==> config.mk <==
export PLATFORM = sky130hd
export DESIGN_NAME = trap_ctrl
export DESIGN_NICKNAME = d
export VERILOG_FILES = /design/src/rtl/trap_ctrl.sv
export SDC_FILE = /design/constraint.sdc
export NUM_CORES = 1
export LEC_CHECK = 0
export BUFFER_PORTS_ARGS = -buffer_cell sky130_fd_sc_hd__buf_2
export CAP_MARGIN = 25
export CORE_AREA = 3 3 183 141
export DETAILED_ROUTE_END_ITERATION = 7
export DIE_AREA = 0 0 186 144
export GPL_TIMING_DRIVEN = 0
export PLACE_DENSITY = 0.54
export SETUP_SLACK_MARGIN = 0.2
export SLEW_MARGIN = 20
export SYNTH_ARGS = -nofsm -noshare
export SYNTH_HDL_FRONTEND = slang
export SYNTH_SLANG_ARGS = --single-unit
==> constraint.sdc <==
create_clock -name clk -period 9.2 [get_ports clk]
set_input_delay 1.38 -clock clk [delete_from_list [all_inputs] [get_ports clk]]
set_output_delay 1.38 -clock clk [all_outputs]
set_load 0.02 [all_outputs]
==> src/rtl/trap_ctrl.sv <==
// Trap/return sequencer: writes mepc, mcause and mtval through one CSR port, then redirects the PC.
// Latency: a trap is 4 busy cycles (3 CSR writes, then a redirect); MRET is 1 busy cycle (redirect).
// Backpressure: none. Events arriving while busy or without ex_valid_i are dropped; stall_o freezes the front end.
module trap_ctrl #(
    parameter logic [11:0] MEPC_ADDR     = 12'h341,
    parameter logic [11:0] MCAUSE_ADDR   = 12'h342,
    parameter logic [11:0] MTVAL_ADDR    = 12'h343,
    parameter logic [31:0] CAUSE_ILLEGAL = 32'd2,
    parameter logic [31:0] CAUSE_ECALL   = 32'd11
) (
    input  logic        clk,
    input  logic        rst,
    input  logic        ex_valid_i,
    input  logic        ex_illegal_i,
    input  logic        ex_ecall_i,
    input  logic        ex_mret_i,
    input  logic [31:0] ex_pc_i,
    input  logic [31:0] ex_ir_i,
    input  logic [31:0] mtvec_i,
    input  logic [31:0] mret_target_i,
    output logic        csr_wr_en_o,
    output logic [11:0] csr_wr_addr_o,
    output logic [31:0] csr_wr_data_o,
    output logic        redirect_o,
    output logic [31:0] redirect_pc_o,
    output logic        flush_o,
    output logic        stall_o,
    output logic        busy_o,
    output logic        is_e_cause_eq_ecall
);

    typedef enum logic [2:0] {
        S_IDLE     = 3'd0,
        S_WR_EPC   = 3'd1,
        S_WR_CAUSE = 3'd2,
        S_WR_TVAL  = 3'd3,
        S_TRAP_JMP = 3'd4,
        S_RET_JMP  = 3'd5
    } state_t;

    state_t      r_state;
    state_t      w_next_state;

    // Values captured at acceptance so later input changes (e.g. mtvec_i) cannot disturb a trap in flight
    logic [31:0] r_pc;
    logic [31:0] r_cause;
    logic [31:0] r_tval;
    logic [31:0] r_vec;
    logic [31:0] r_tgt;
    logic        r_ecall_flag;

    logic        w_accept;
    logic        w_take_trap;
    logic        w_take_mret;

    // Events are only considered in IDLE; illegal beats ecall beats mret
    assign w_accept    = (r_state == S_IDLE) && ex_valid_i;
    assign w_take_trap = w_accept && (ex_illegal_i || ex_ecall_i);
    assign w_take_mret = w_accept && !ex_illegal_i && !ex_ecall_i && ex_mret_i;

    // State register
    always_ff @(posedge clk or posedge rst) begin
        if (rst) begin
            r_state <= S_IDLE;
        end else begin
            r_state <= w_next_state;
        end
    end

    // Next-state logic: the write/jump states advance unconditionally
    always_comb begin
        w_next_state = r_state;
        case (r_state)
            S_IDLE: begin
                if (w_take_trap) begin
                    w_next_state = S_WR_EPC;
                end else if (w_take_mret) begin
                    w_next_state = S_RET_JMP;
                end
            end
            S_WR_EPC:   w_next_state = S_WR_CAUSE;
            S_WR_CAUSE: w_next_state = S_WR_TVAL;
            S_WR_TVAL:  w_next_state = S_TRAP_JMP;
            S_TRAP_JMP: w_next_state = S_IDLE;
            S_RET_JMP:  w_next_state = S_IDLE;
            default:    w_next_state = S_IDLE;
        endcase
    end

    // Capture trap context on trap acceptance
    always_ff @(posedge clk or posedge rst) begin
        if (rst) begin
            r_pc    <= '0;
            r_cause <= '0;
            r_tval  <= '0;
            r_vec   <= '0;
        end else if (w_take_trap) begin
            r_pc    <= ex_pc_i;
            r_cause <= ex_illegal_i ? CAUSE_ILLEGAL : CAUSE_ECALL;
            r_tval  <= ex_illegal_i ? ex_ir_i : 32'd0;
            r_vec   <= {mtvec_i[31:2], 2'b00};
        end
    end

    // Capture the MRET return address on MRET acceptance
    always_ff @(posedge clk or posedge rst) begin
        if (rst) begin
            r_tgt <= '0;
        end else if (w_take_mret) begin
            r_tgt <= mret_target_i;
        end
    end

    // ECALL flag for the decoder: refreshed only when a trap actually redirects, MRET leaves it alone
    always_ff @(posedge clk or posedge rst) begin
        if (rst) begin
            r_ecall_flag <= 1'b0;
        end else if (r_state == S_TRAP_JMP) begin
            r_ecall_flag <= (r_cause == CAUSE_ECALL);
        end
    end

    // Moore outputs: decoded from state and captured registers only; address/data/pc zeroed when not strobed
    always_comb begin
        csr_wr_en_o   = 1'b0;
        csr_wr_addr_o = '0;
        csr_wr_data_o = '0;
        redirect_o    = 1'b0;
        redirect_pc_o = '0;
        busy_o        = (r_state != S_IDLE);
        case (r_state)
            S_WR_EPC: begin
                csr_wr_en_o   = 1'b1;
                csr_wr_addr_o = MEPC_ADDR;
                csr_wr_data_o = r_pc;
            end
            S_WR_CAUSE: begin
                csr_wr_en_o   = 1'b1;
                csr_wr_addr_o = MCAUSE_ADDR;
                csr_wr_data_o = r_cause;
            end
            S_WR_TVAL: begin
                csr_wr_en_o   = 1'b1;
                csr_wr_addr_o = MTVAL_ADDR;
                csr_wr_data_o = r_tval;
            end
            S_TRAP_JMP: begin
                redirect_o    = 1'b1;
                redirect_pc_o = r_vec;
            end
            S_RET_JMP: begin
                redirect_o    = 1'b1;
                redirect_pc_o = r_tgt;
            end
            default: begin
                csr_wr_en_o = 1'b0;
            end
        endcase
    end

    assign flush_o             = busy_o;
    assign stall_o             = busy_o;
    assign is_e_cause_eq_ecall = r_ecall_flag;

endmodule

=== Word-level counts from Yosys, hierarchy flattened ===
Index checks and enable logic that the tools add are counted.

* Input port bits: 134
* Logic and storage cells: 36
* Output and inout port bits: 82
* Flip-flop bits (word level): 162

* Equal/unequal tests: 7
* Reductions and logical operators: 12
* Mux-type cells: 10

{| class="wikitable"
|+ Operator list
! kind !! number
|-
| one-hot mux 32 bit (3 select lines) || 1
|-
| one-hot mux 32 bit (2 select lines) || 1
|-
| == test 32 x 4 -> 1 bit (second input constant) || 1
|-
| 2-to-1 mux 32 bit || 1
|-
| one-hot mux 10 bit (3 select lines) || 1
|-
| one-hot mux 3 bit (4 select lines) || 1
|-
| == test 3 x 2 -> 1 bit (second input constant) || 2
|-
| == test 3 bit (second input constant) || 2
|-
| 2-to-1 mux 3 bit || 2
|-
| logical AND 1 bit || 5
|-
| 2-to-1 mux 4 bit || 1
|-
| == test 3 x 1 -> 1 bit (second input constant) || 1
|-
| zero test 3 bit || 1
|-
| inequality test 3 bit (second input constant) || 1
|-
| nonzero test 3 bit || 1
|-
| OR reduction 3 bit || 1
|-
| zero test 1 bit || 2
|-
| 2-to-1 mux 1 bit || 2
|-
| OR reduction 2 bit || 1
|-
| logical OR 1 bit || 1
|}

=== Depth between registers and ports, before layout ===
Gate-level depths: netlist (run 1).

* Depth after elaboration: 8
* Mapped depth: 6
* Depth with buffers taken out: 3

=== Worst setup path before layout (run 1) ===
OpenSTA, ideal clock, no wires.

* Path kind: flip-flop to output port
* Start point: reg r_state[0]
* End point: out csr_wr_addr_o[6]
* Arrival: 1614 ps
* Stages on the path, launching flop included: 7
* Path buffers: 4
* Path slack: 6206 ps
* Required time: 7820 ps
* Cell sequence: dfrtp_1 buf_2 buf_2 buf_2 nor2_1 nor2_1 buf_4

* Cells in the longest elaborated chain, start to end: 2
* Elaborated cells on any way between the ends: 4
* Those cells by class: eq/ne: 3; mux: 1

{| class="wikitable"
|+ RTL lines
! item !! RTL line !! RTL
|-
| from (decl) || 41 || <nowiki>state_t r_state;</nowiki>
|-
| from (signal assigned) || 66 || <nowiki>r_state <= w_next_state;</nowiki>
|-
| == test 3 x 2 -> 1 bit / == test 3 x 1 -> 1 bit (equally long branches) || 131 || <nowiki>case (r_state)</nowiki>
|-
| one-hot mux 10 bit (3 select lines) * || 131 ||
|-
| to (decl) || 22 || <nowiki>output logic [11:0] csr_wr_addr_o,</nowiki>
|}

Mark *: on every way between the ends. The rest lies on a longest branch, timed or not.

=== Final worst setup path (run 1) ===
* Start point: reg r_state[1]
* End point: out csr_wr_data_o[20]

* Cells in the longest elaborated chain, start to end: 2
* Elaborated cells on any way between the ends: 4
* Those cells by class: eq/ne: 3; mux: 1

{| class="wikitable"
|+ RTL lines
! item !! RTL line !! RTL
|-
| == test 3 x 2 -> 1 bit / == test 3 x 1 -> 1 bit (equally long branches) || 131 ||
|-
| one-hot mux 32 bit (3 select lines) * || 131 ||
|-
| to (decl) || 23 || <nowiki>output logic [31:0] csr_wr_data_o,</nowiki>
|}

Marked as above.

==> out/summary.txt, run 1 <==
Post-CTS resize count: 0
# hold bufs at CTS: 0
Top-area cell type share of the netlist area: 55.10%
Grt peak-use layer: met2
Number of global-route vias before repair: 4525
Register area share after synthesis: 55.10%
Cts bufs inserted: 17
Port-buffer cells: 206
Largest net degree at the start of global routing: 83
Drt pass-1 iters: 4
Rel. slew slack: 52.76%
Area growth, synth to finish: 34.06%
All-layer global routing usage: 12.99%
Final Skew: 0.01032 ns
Final WL: 17.32 mm
Final Wtd Congestion: 0.7161
LEAKAGE: 4.098 nW
Largest fanout on the critical path: 10
Crit end category: output port
CTS max path bufs: 2
Worst path arrival time: 2.46 ns
Post-CTS setup buffer count: 0
Final Hold Vio Count: 0
Req. time, crit path: 7.82 ns
Ranking of synthesized cells by area: dfrtp_1, mux2_2, a22o_1, mux2_4, mux2i_1
Core Rows: 49
M3 GR Usage: 3.395%
Power density over cell area: 345.9 mW/mm2
# IOs: 216
Inst Count DP: 952
Critical path class: reg -> out
Final worst path period need: 3.844 ns
R2R cell count: 6
Routed WL per cell: 17.60 um
First-pass GRT wire length: 26.14 mm
# setup viols final: 0
Cell Area, Synth: 0.005994 mm2
Critical path startpoint category: flop
Layout cells sized above 1: 55.54%
NumNets Final: 799
Clk_lat worst skew: 0.41 ns
Detail Route Antenna Nets: 0
Post-Syn Instances: 433
Synthesis Warnings: 0
Max_cap viols: 0
Seq cells post-synth: 132
CORE AREA: 0.02391 mm2
Setup_tns: 0 ns
Measured slew at the worst slew-check pin: 0.7086 ns
Die X: 186 um
Non-filler instance count after layout: 984
Dpl hpwl: 12.56 mm
Initial Util: 25.07%
Drt drc: 0
Die area: 0.02678 mm2
RSZ-0062 raised after global routing: false
CTS tree: yes
Slew Viols, Final: 0
Yosys top cell by area: dfrtp_1
WHS Path Cells: 1
CTS H-tree depth: 4
Total grt overflow: 0
Met1 global-route usage: 17.72%
Cell variety after synth: 27
Status: complete, no violations
Die height: 144 um
Drt first-iter violations: 154
Syn avg cell area: 13.84 um2
Vias per cell: 4.351
Clk slew on worst S/H paths: 0.06 ns
Worst Hold Class: reg -> reg
Initial antenna violation count: 0
Num Clock Sinks: 132
Fmax: 260.1 MHz
GR Util met2: 20.45%
VDD IR max: 0.1802 mV
Via count: 4281
Period utilization: 41.79%
Root Driver: clkbuf_16
==> synth_stat cells <==
library cell  instances
a31oi_1               1
dfrtp_1             132
and3b_1               1
nor2_1               37
nand2_1               2
buf_4                13
o21ai_0               1
buf_6                 7
nand3b_4              1
nand4_4               1
a211oi_2              1
a21oi_1               1
buf_2                18
mux2_2               68
a22o_1               61
xnor2_1               1
nor3_4                1
conb_1                1
nand2b_1              2
o31ai_1               1
mux2i_1              30
mux2_4               29
nor2b_1               4
a22oi_1               3
and3_1                3
inv_1                 5
clkbuf_1              8
==> report_power, final <==
part	switching, W	internal (W)
logic	0.000557	0.000555
registers	0.000141	0.000856
clock network	0.000261	0.000410
total	0.000959	0.00182
==> kinds of logic (layout without fill, tap and decap cells) <==
logic type	Yosys count	count (layout)	synth area share (%)
other	1	8	0.06256
buffers and inverters	51	289	5.260
and+or+nand+nor	52	52	4.488
DFF	132	132	55.10
AOI/OAI and AO/OA	69	69	9.893
muxes	127	127	25.05
xor gates and xnor gates	1	1	0.1461
==> worst max-delay path, stage by stage, from the launching register on <==
cell and delay, ns:
dfrtp_1 0.36, buf_2 0.21, nor2b_1 0.38, nor2b_1 0.22
buf_2 0.28, buf_4 0.25, a22o_1 0.18, buf_2 0.17
==> layer usage <==
layer	routed length (um)	vias to the layer above
li1	-	2016
met3	981	14
met5	0	-
met1	8126	2124
met2	7988	127
met4	218	0
==> final cells by class <==
class	count	area, um2
Multi-Input combinational cell	256	2399
Clock buffer	21	460.4
Clock inverter	10	107.6
Sequential cell	132	3303
Tap cell	306	382.9
Buffer	46	296.5
Antenna cell	1	2.502
Inverter	5	26.28
Fill cell	2413	15870
Timing Repair Buffer	207	1059
==> path summary, 6_finish.rpt <==
check                      slack [ns]       start                end
max                              5.36  r_state[1]  csr_wr_data_o[20]
min                              0.50    r_tgt[0]           r_tgt[0]
max reg2reg                      7.36  r_state[1]         r_tval[25]
min reg2reg                      0.50    r_tgt[0]           r_tgt[0]
max in group asynchronous        7.46         rst          r_tval[7]
min in group asynchronous        1.06         rst          r_tgt[17]
==> flip-flops by register name (all words and copies together), names as in the netlist <==
| register | count |
|---|---|
| r_state | 3 |
| r_pc | 32 |
| r_tgt | 32 |
| r_tval | 32 |
| is_e_cause_eq_ecall | 1 |
| r_vec | 30 |
| r_cause | 2 |
==> cells in the final DEF (no fill, tap or decap), drive strengths merged, types with 2 or more instances in the layout <==
master and count:
conb 7, clkbuf 29, clkinv 5, and3 3, a22oi 3, buf 245
mux2 97, a22o 61, nand2b 2, nand2 2, nor2b 4, nor2 37
inv 5, bufinv 2, mux2i 30, dfrtp 132, clkinvlp 3
==> per-stage QoR <==
step                power [W]  util, %  hold WS, ns  instance area [um2]  setup WS, ns
floorplan            0.001803        -       0.4533                 6017         4.294
global placement     0.002121    31.08       0.4719                 7431         2.302
detailed placement   0.002133    31.22       0.4852                 7466         5.771
CTS                  0.002821    33.60       0.5002                 8034         5.314
global route         0.002967    33.60       0.5094                 8034         5.159
finish               0.002779    33.61       0.5016                 8036         5.356
Power figures use the tool's default switching activity.
==> inputs of run 2 (changes only) <==
==> constraint.sdc (replaced) <==
create_clock -name clk -period 3.6 [get_ports clk]
set_input_delay 0.54 -clock clk [delete_from_list [all_inputs] [get_ports clk]]
set_output_delay 0.54 -clock clk [all_outputs]
set_load 0.02 [all_outputs]
==> out/summary.txt, run 2 (synthesized netlist as in run 1, its figures left out) <==
Master of the slowest instance on the critical path: dfrtp_1
Fill count: 2406 (-0.29%)
Power density over cell area: 888.6 mW/mm2 (+160%)
Die area: 0.02678 mm2 (unchanged)
Final Wtd Congestion: 0.7256 (+1.3%)
Max stage delay on crit path: 0.37 ns (about the same)
Rel. slew slack: 56.14% (+3.4 points)
VDD IR max: 0.4863 mV (+170%)
Port-buffer cells: 206 (unchanged)
CTS H-tree depth: 4 (unchanged)
Via count: 4249 (-0.75%)
Final worst path period need: 2.982 ns
Detail Route Antenna Nets: 0 (unchanged)
Initial antenna violation count: 3 (+3)
Switching Fraction: 33.93% (-0.56 points)
Design area: 0.008134 mm2 (+1.2%)
Fmax: 335.3 MHz
First-pass GRT wire length: 26.25 mm (+0.39%)
Worst R2R End: r_tval[20]
Cell-internal power: 0.004775 W (+160%)
Root Driver: clkbuf_16
Die X: 186 um (unchanged)
Register Area: 0.003303 mm2 (unchanged)
Cts bufs inserted: 17 (unchanged)
Setup_tns: 0 ns (unchanged)
Req. time, crit path: 3.06 ns (-4.76 ns)
Vias per cell: 4.296 (-1.2%)
CTS max path bufs: 2 (unchanged)
M3 GR Usage: 3.897% (+0.50 points)
Drt drc: 0 (unchanged)
Worst Hold Class: in -> async
Dpl hpwl: 12.93 mm (+3.0%)
Period utilization: 82.83%
# setup viols final: 0 (unchanged)
Largest registers: r_pc x32, r_tgt x32, r_tval x32
RSZ-0062 raised after global routing: false
NumNets Final: 802 (+0.38%)
Core Rows: 49 (unchanged)
All-layer global routing usage: 13.10% (+0.10 points)
Final WL: 17.55 mm (+1.3%)
Initial Util: 25.07% (unchanged)
Clk_lat worst skew: 0.41 ns (about the same)
Post-CTS resize count: 0 (unchanged)
WP buf/inv: 4 (unchanged)
Final Hold Vio Count: 0 (unchanged)
Comb pwr share: 39.5% (-0.5 points)
Final Skew: 0.009313 ns (-0.001002 ns)
Die height: 144 um (unchanged)
LEAKAGE: 4.135 nW (+0.90%)
GR Util met2: 20.24% (-0.21 points)
Post-CTS setup buffer count: 0 (unchanged)
Measured slew at the worst slew-check pin: 0.6579 ns (-0.05068 ns)
Switch Pwr: 0.002453 W (+160%)
Worst path arrival time: 2.44 ns (-0.02 ns)
Clk slew on worst S/H paths: 0.06 ns (about the same)
Status: complete, no violations
Family with the most delay on the worst path: buffers and inverters
Largest fanout on the critical path: 10 (unchanged)
Seq pwr share: 35.4% (-0.5 points)
Critical path startpoint category: flop
Layout cells sized above 1: 55.65% (+0.11 points)
Slew Viols, Final: 0 (unchanged)
Area growth, synth to finish: 35.69%
Top cell by count, worst path: buf_2
Area of the multi-input gates: 0.002399 mm2 (unchanged)
# hold bufs at CTS: 0 (unchanged)
Number of global-route vias before repair: 4571 (+1.0%)
R2R cell count: 6 (unchanged)
Routed WL per cell: 17.74 um (+0.82%)
Commonest non-fill, non-tap cell in the layout: buf_2
Num Clock Sinks: 132 (unchanged)
Reg-to-reg setup timing slack: 1.75 ns (-5.61 ns)
CTS tree: yes
Commonest cells after routing, fill and taps aside: buf_2, dfrtp_1, mux2_2
Grt peak-use layer: met2
RR Startpoint: r_state[1]
Drt first-iter violations: 88 (-43%)
DP Area: 0.007515 mm2 (+0.65%)
Drt pass-1 iters: 4 (unchanged)
Cell Chain, Critical Path: buf_2 -> nor2b_1 -> nor2b_1 -> buf_2 -> buf_4 -> a22o_1 -> buf_2
Critical path class: reg -> out
Largest net degree at the start of global routing: 32 (-61%)
Clk network pwr share: 25.1% (+1.0 points)
CORE AREA: 0.02391 mm2 (unchanged)
Crit end category: output port
Total grt overflow: 0 (unchanged)
Met1 global-route usage: 17.77% (+0.046 points)
Max_cap viols: 0 (unchanged)
# IOs: 216 (unchanged)
## run 2: layer usage
layer | up-vias | wire length (um)
li1 | 2018 | -
met1 | 2098 | 8385
met2 | 117 | 8008
met3 | 12 | 959
met4 | 4 | 158
met5 | - | 34
## run 2: power by group through the flow
stage                     registers, W  logic [W]  clock network [W]
after detailed placement       0.00258    0.00290                  0
final                          0.00256    0.00286            0.00181
after global routing           0.00265    0.00312            0.00194
after CTS                      0.00256    0.00291            0.00188
after global placement         0.00256    0.00286                  0
after floorplan                0.00247    0.00214                  0
## run 2: area by class of cell
class	instances	share of cell area, %
Tap cell	306	4.707
Multi-Input combinational cell	256	29.49
Timing Repair Buffer	210	13.66
Buffer	46	3.646
Sequential cell	132	40.61
Inverter	5	0.2769
Antenna cell	2	0.06153
Clock buffer	24	6.045
Clock inverter	8	1.507
## run 2: metrics by stage
step	total power, W	util [%]	worst slack (ns)	hold WS (ns)	instances
after floorplan	0.004608	-	1.423	0.4533	439
after global placement	0.005427	31.09	0.3404	0.4740	951
after detailed placement	0.005479	31.43	1.020	0.4810	955
after CTS	0.007351	34.00	0.5670	0.1300	987
after global routing	0.007704	34.01	0.4012	0.1499	988
final	0.007228	34.02	0.6179	0.1415	989
## run 2: worst max path at each step
stage                          endpoint  slack (ns)  cells after the start  startpoint
finish                 csr_wr_data_o[8]        0.62                      7  r_state[1]
global route           csr_wr_data_o[4]        0.40                      7  r_state[1]
CTS                    csr_wr_data_o[8]        0.57                      7  r_state[1]
detailed placement     csr_wr_data_o[8]        1.02                      7  r_state[1]
global placement               r_pc[26]        0.34                      2         rst
floorplan           is_e_cause_eq_ecall        1.42                      1         rst
==> inputs of run 3 (changes only) <==
--- a/config.mk
+++ b/config.mk
@@ -5,11 +5,12 @@
 export SDC_FILE = /design/constraint.sdc
 export NUM_CORES = 1
 export LEC_CHECK = 0
+export ABC_AREA = 1
 export BUFFER_PORTS_ARGS = -buffer_cell sky130_fd_sc_hd__buf_2
 export CAP_MARGIN = 25
-export CORE_AREA = 3 3 183 141
+export CORE_AREA = 3 3 181 139
 export DETAILED_ROUTE_END_ITERATION = 7
-export DIE_AREA = 0 0 186 144
+export DIE_AREA = 0 0 184 142
 export GPL_TIMING_DRIVEN = 0
 export PLACE_DENSITY = 0.54
 export SETUP_SLACK_MARGIN = 0.2
==> constraint.sdc (replaced) <==
create_clock -name clk -period 2.8 [get_ports clk]
set_input_delay 0.42 -clock clk [delete_from_list [all_inputs] [get_ports clk]]
set_output_delay 0.42 -clock clk [all_outputs]
set_load 0.02 [all_outputs]
==> out/summary.txt, run 3 <==
Port-buffer cells: 206 (unchanged)
Cell Area, Synth: 0.005822 mm2 (-2.9%)
NumNets Final: 1046 (+30%)
CTS tree: yes
Routed WL per cell: 15.12 um (-15%)
CORE AREA: 0.02367 mm2 (-1.0%)
Reg-to-reg setup timing slack: 1.07 ns (-0.68 ns)
Post-synthesis compound-gate area fraction: 17.13% (+7.2 points)
Yosys top cell by area: dfrtp_1
Cell variety after synth: 20 (-26%)
Cts bufs inserted: 17 (unchanged)
Ys async rst share: 100.0% (unchanged)
Antenna diode count: 0 (-2)
# IOs: 216 (unchanged)
Dpl hpwl: 13.68 mm (+5.8%)
Crit end category: output port
Max_cap viols: 0 (unchanged)
Final WL: 18.61 mm (+6.1%)
Critical path class: reg -> out
Period utilization: 86.78%
Ranking of synthesized cells by area: dfrtp_1, nand2_1, inv_1, o21ai_0, o22ai_1
Fmax: 411.5 MHz
Initial antenna violation count: 3 (unchanged)
DP Worst Slack: 0.6502 ns (-0.3699 ns)
Final Hold Vio Count: 0 (unchanged)
Final Wtd Congestion: 0.7710 (+6.3%)
CTS H-tree depth: 4 (unchanged)
Area growth, synth to finish: 36.15%
Post-Syn Instances: 677 (+56%)
R2R cell count: 5 (-1)
Fill count: 2517 (+4.6%)
Die X: 184 um (-1.1%)
Top-count cell post-synth: nand2_1
Commonest non-fill, non-tap cell in the layout: buf_2
Layout cells sized above 1: 30.92% (-25 points)
Clk slew on worst S/H paths: 0.06 ns (about the same)
Top-area cell type share of the netlist area: 56.74% (+1.6 points)
Drt first-iter violations: 239 (+170%)
Number of synthesized flops with an enable pin: 0 (unchanged)
Initial Util: 24.60% (-0.47 points)
Register area share after synthesis: 56.74% (+1.6 points)
Critical path startpoint category: flop
Setup ws final: 0.3701 ns (-0.2478 ns)
LEAKAGE: 4.109 nW (-0.62%)
Mux share of post-synthesis cell area: 0% (-25 points)
All-layer global routing usage: 14.28% (+1.2 points)
Die height: 142 um (-1.4%)
Measured slew at the worst slew-check pin: 0.5532 ns (-0.1047 ns)
Largest family of logic cells by synthesized area: compound AO/OA/AOI/OAI gates
Commonest cells after routing, fill and taps aside: buf_2, nand2_1, dfrtp_1
Req. time, crit path: 2.38 ns (-0.68 ns)
Final worst path period need: 2.430 ns
Via count: 5217 (+23%)
Clk_lat worst skew: 0.42 ns (about the same)
Rel. slew slack: 63.12% (+7.0 points)
Largest registers: r_pc x32, r_tgt x32, r_tval x32
CTS max path bufs: 2 (unchanged)
Worst Hold Class: in -> async
Drt drc: 0 (unchanged)
Top FF cell, synth: dfrtp_1
Syn avg cell area: 8.599 um2 (-38%)
RR Startpoint: r_state[0]
Num Clock Sinks: 132 (unchanged)
First-pass GRT wire length: 28.69 mm (+9.3%)
Adder-Cell Fraction of Synth Area: 0% (unchanged)
Synthesis Warnings: 0 (unchanged)
Total grt overflow: 0 (unchanged)
Power density over cell area: 1093 mW/mm2 (+23%)
Die area: 0.02613 mm2 (-2.4%)
Drt pass-1 iters: 4 (unchanged)
Simple logic cell fraction of the synthesized area: 11.93% (+7.4 points)
Tot Pwr: 0.008665 W (+20%)
Slew Viols, Final: 0 (unchanged)
XOR/XNOR Fraction of Synth Area: 0% (-0.15 points)
Final Skew: 0.009592 ns (+0.0002784 ns)
Detail Route Antenna Nets: 0 (unchanged)
Status: complete, no violations
Largest fanout on the critical path: 10 (unchanged)
VDD IR max: 0.4498 mV (-7.5%)
Worst R2R End: r_vec[13]
# setup viols final: 0 (unchanged)
Synth top cells by count: nand2_1, dfrtp_1, inv_1
Core Rows: 49 (unchanged)
# hold bufs at CTS: 0 (unchanged)
Root Driver: clkbuf_16
Worst path arrival time: 2.01 ns (-0.43 ns)
RSZ-0062 raised after global routing: false
Number of global-route vias before repair: 5294 (+16%)
Largest net degree at the start of global routing: 33 (+3.1%)
Vias per cell: 4.238 (-1.4%)
Seq cells post-synth: 132 (unchanged)
-- run 3: how the worst max path moves through the flow --
stage,startpoint,endpoint,cells after the start
after floorplan,rst,is_e_cause_eq_ecall,1
after global placement,rst,r_tval[0],2
after detailed placement,r_state[2],redirect_pc_o[18],6
after CTS,r_state[2],csr_wr_data_o[2],7
after global routing,r_state[0],redirect_pc_o[5],5
final,r_state[0],redirect_pc_o[7],5
-- run 3: metal layers --
metal | GRT usage (%) | share of wire (%) | vias up
li1 | - | - | 2590
met4 | 4.254 | 1.2 | 6
met3 | 4.905 | 7.5 | 20
met5 | 0 | 0.18 | -
met1 | 20.06 | 48 | 2437
met2 | 20.84 | 43 | 164
-- run 3: kinds of logic after synthesis --
| family | after synthesis |
|---|---|
| AO/OA/AOI/OAI | 184 |
| buffers and inverters | 183 |
| flip-flops | 132 |
| other | 1 |
| AND/OR/NAND/NOR | 177 |
-- run 3: layout make-up --
| type | instances | area, um2 | area share, % |
|---|---|---|---|
| clock buffers | 25 | 505.5 | 6.377 |
| plain buffers | 50 | 329.1 | 4.152 |
| flip-flops and latches | 132 | 3303 | 41.67 |
| clock inverters | 7 | 71.32 | 0.8998 |
| repair buffers | 210 | 1111 | 14.02 |
| inverters | 133 | 503.0 | 6.346 |
| multi-input cells | 368 | 1720 | 21.70 |
| well taps | 306 | 382.9 | 4.830 |
-- run 3: stage by stage --
step	setup TNS (ns)	hold slack [ns]	util, %	cells	cell area (um2)
after floorplan	0	0.4422	-	683	5848
after global placement	-37.12	0.4596	30.69	1195	7262
after detailed placement	0	0.4589	31.02	1199	7342
after CTS	0	0.01335	33.47	1231	7921
after global routing	0	0.02925	33.49	1231	7926
final	0	0.02729	33.49	1231	7926
-- run 3: power breakdown --
group | total (W) | switching [W] | internal [W]
sequential | 0.00308 | 0.000262 | 0.00282
combinational | 0.00339 | 0.00224 | 0.00115
clock | 0.00219 | 0.000849 | 0.00134
-- run 3: timing repair --
item,4_1_cts,5_1_grt
buffers inserted,0,0
gates resized for setup,2,4
endpoints found under the setup margin,4,33
-- run 3: worst max-delay path, stage by stage, from the launching register on --
cell,delay [ns]
dfrtp_1,0.44
nor2_4,0.15
nand2_1,0.19
clkbuf_1,0.32
o22ai_1,0.28
buf_2,0.21
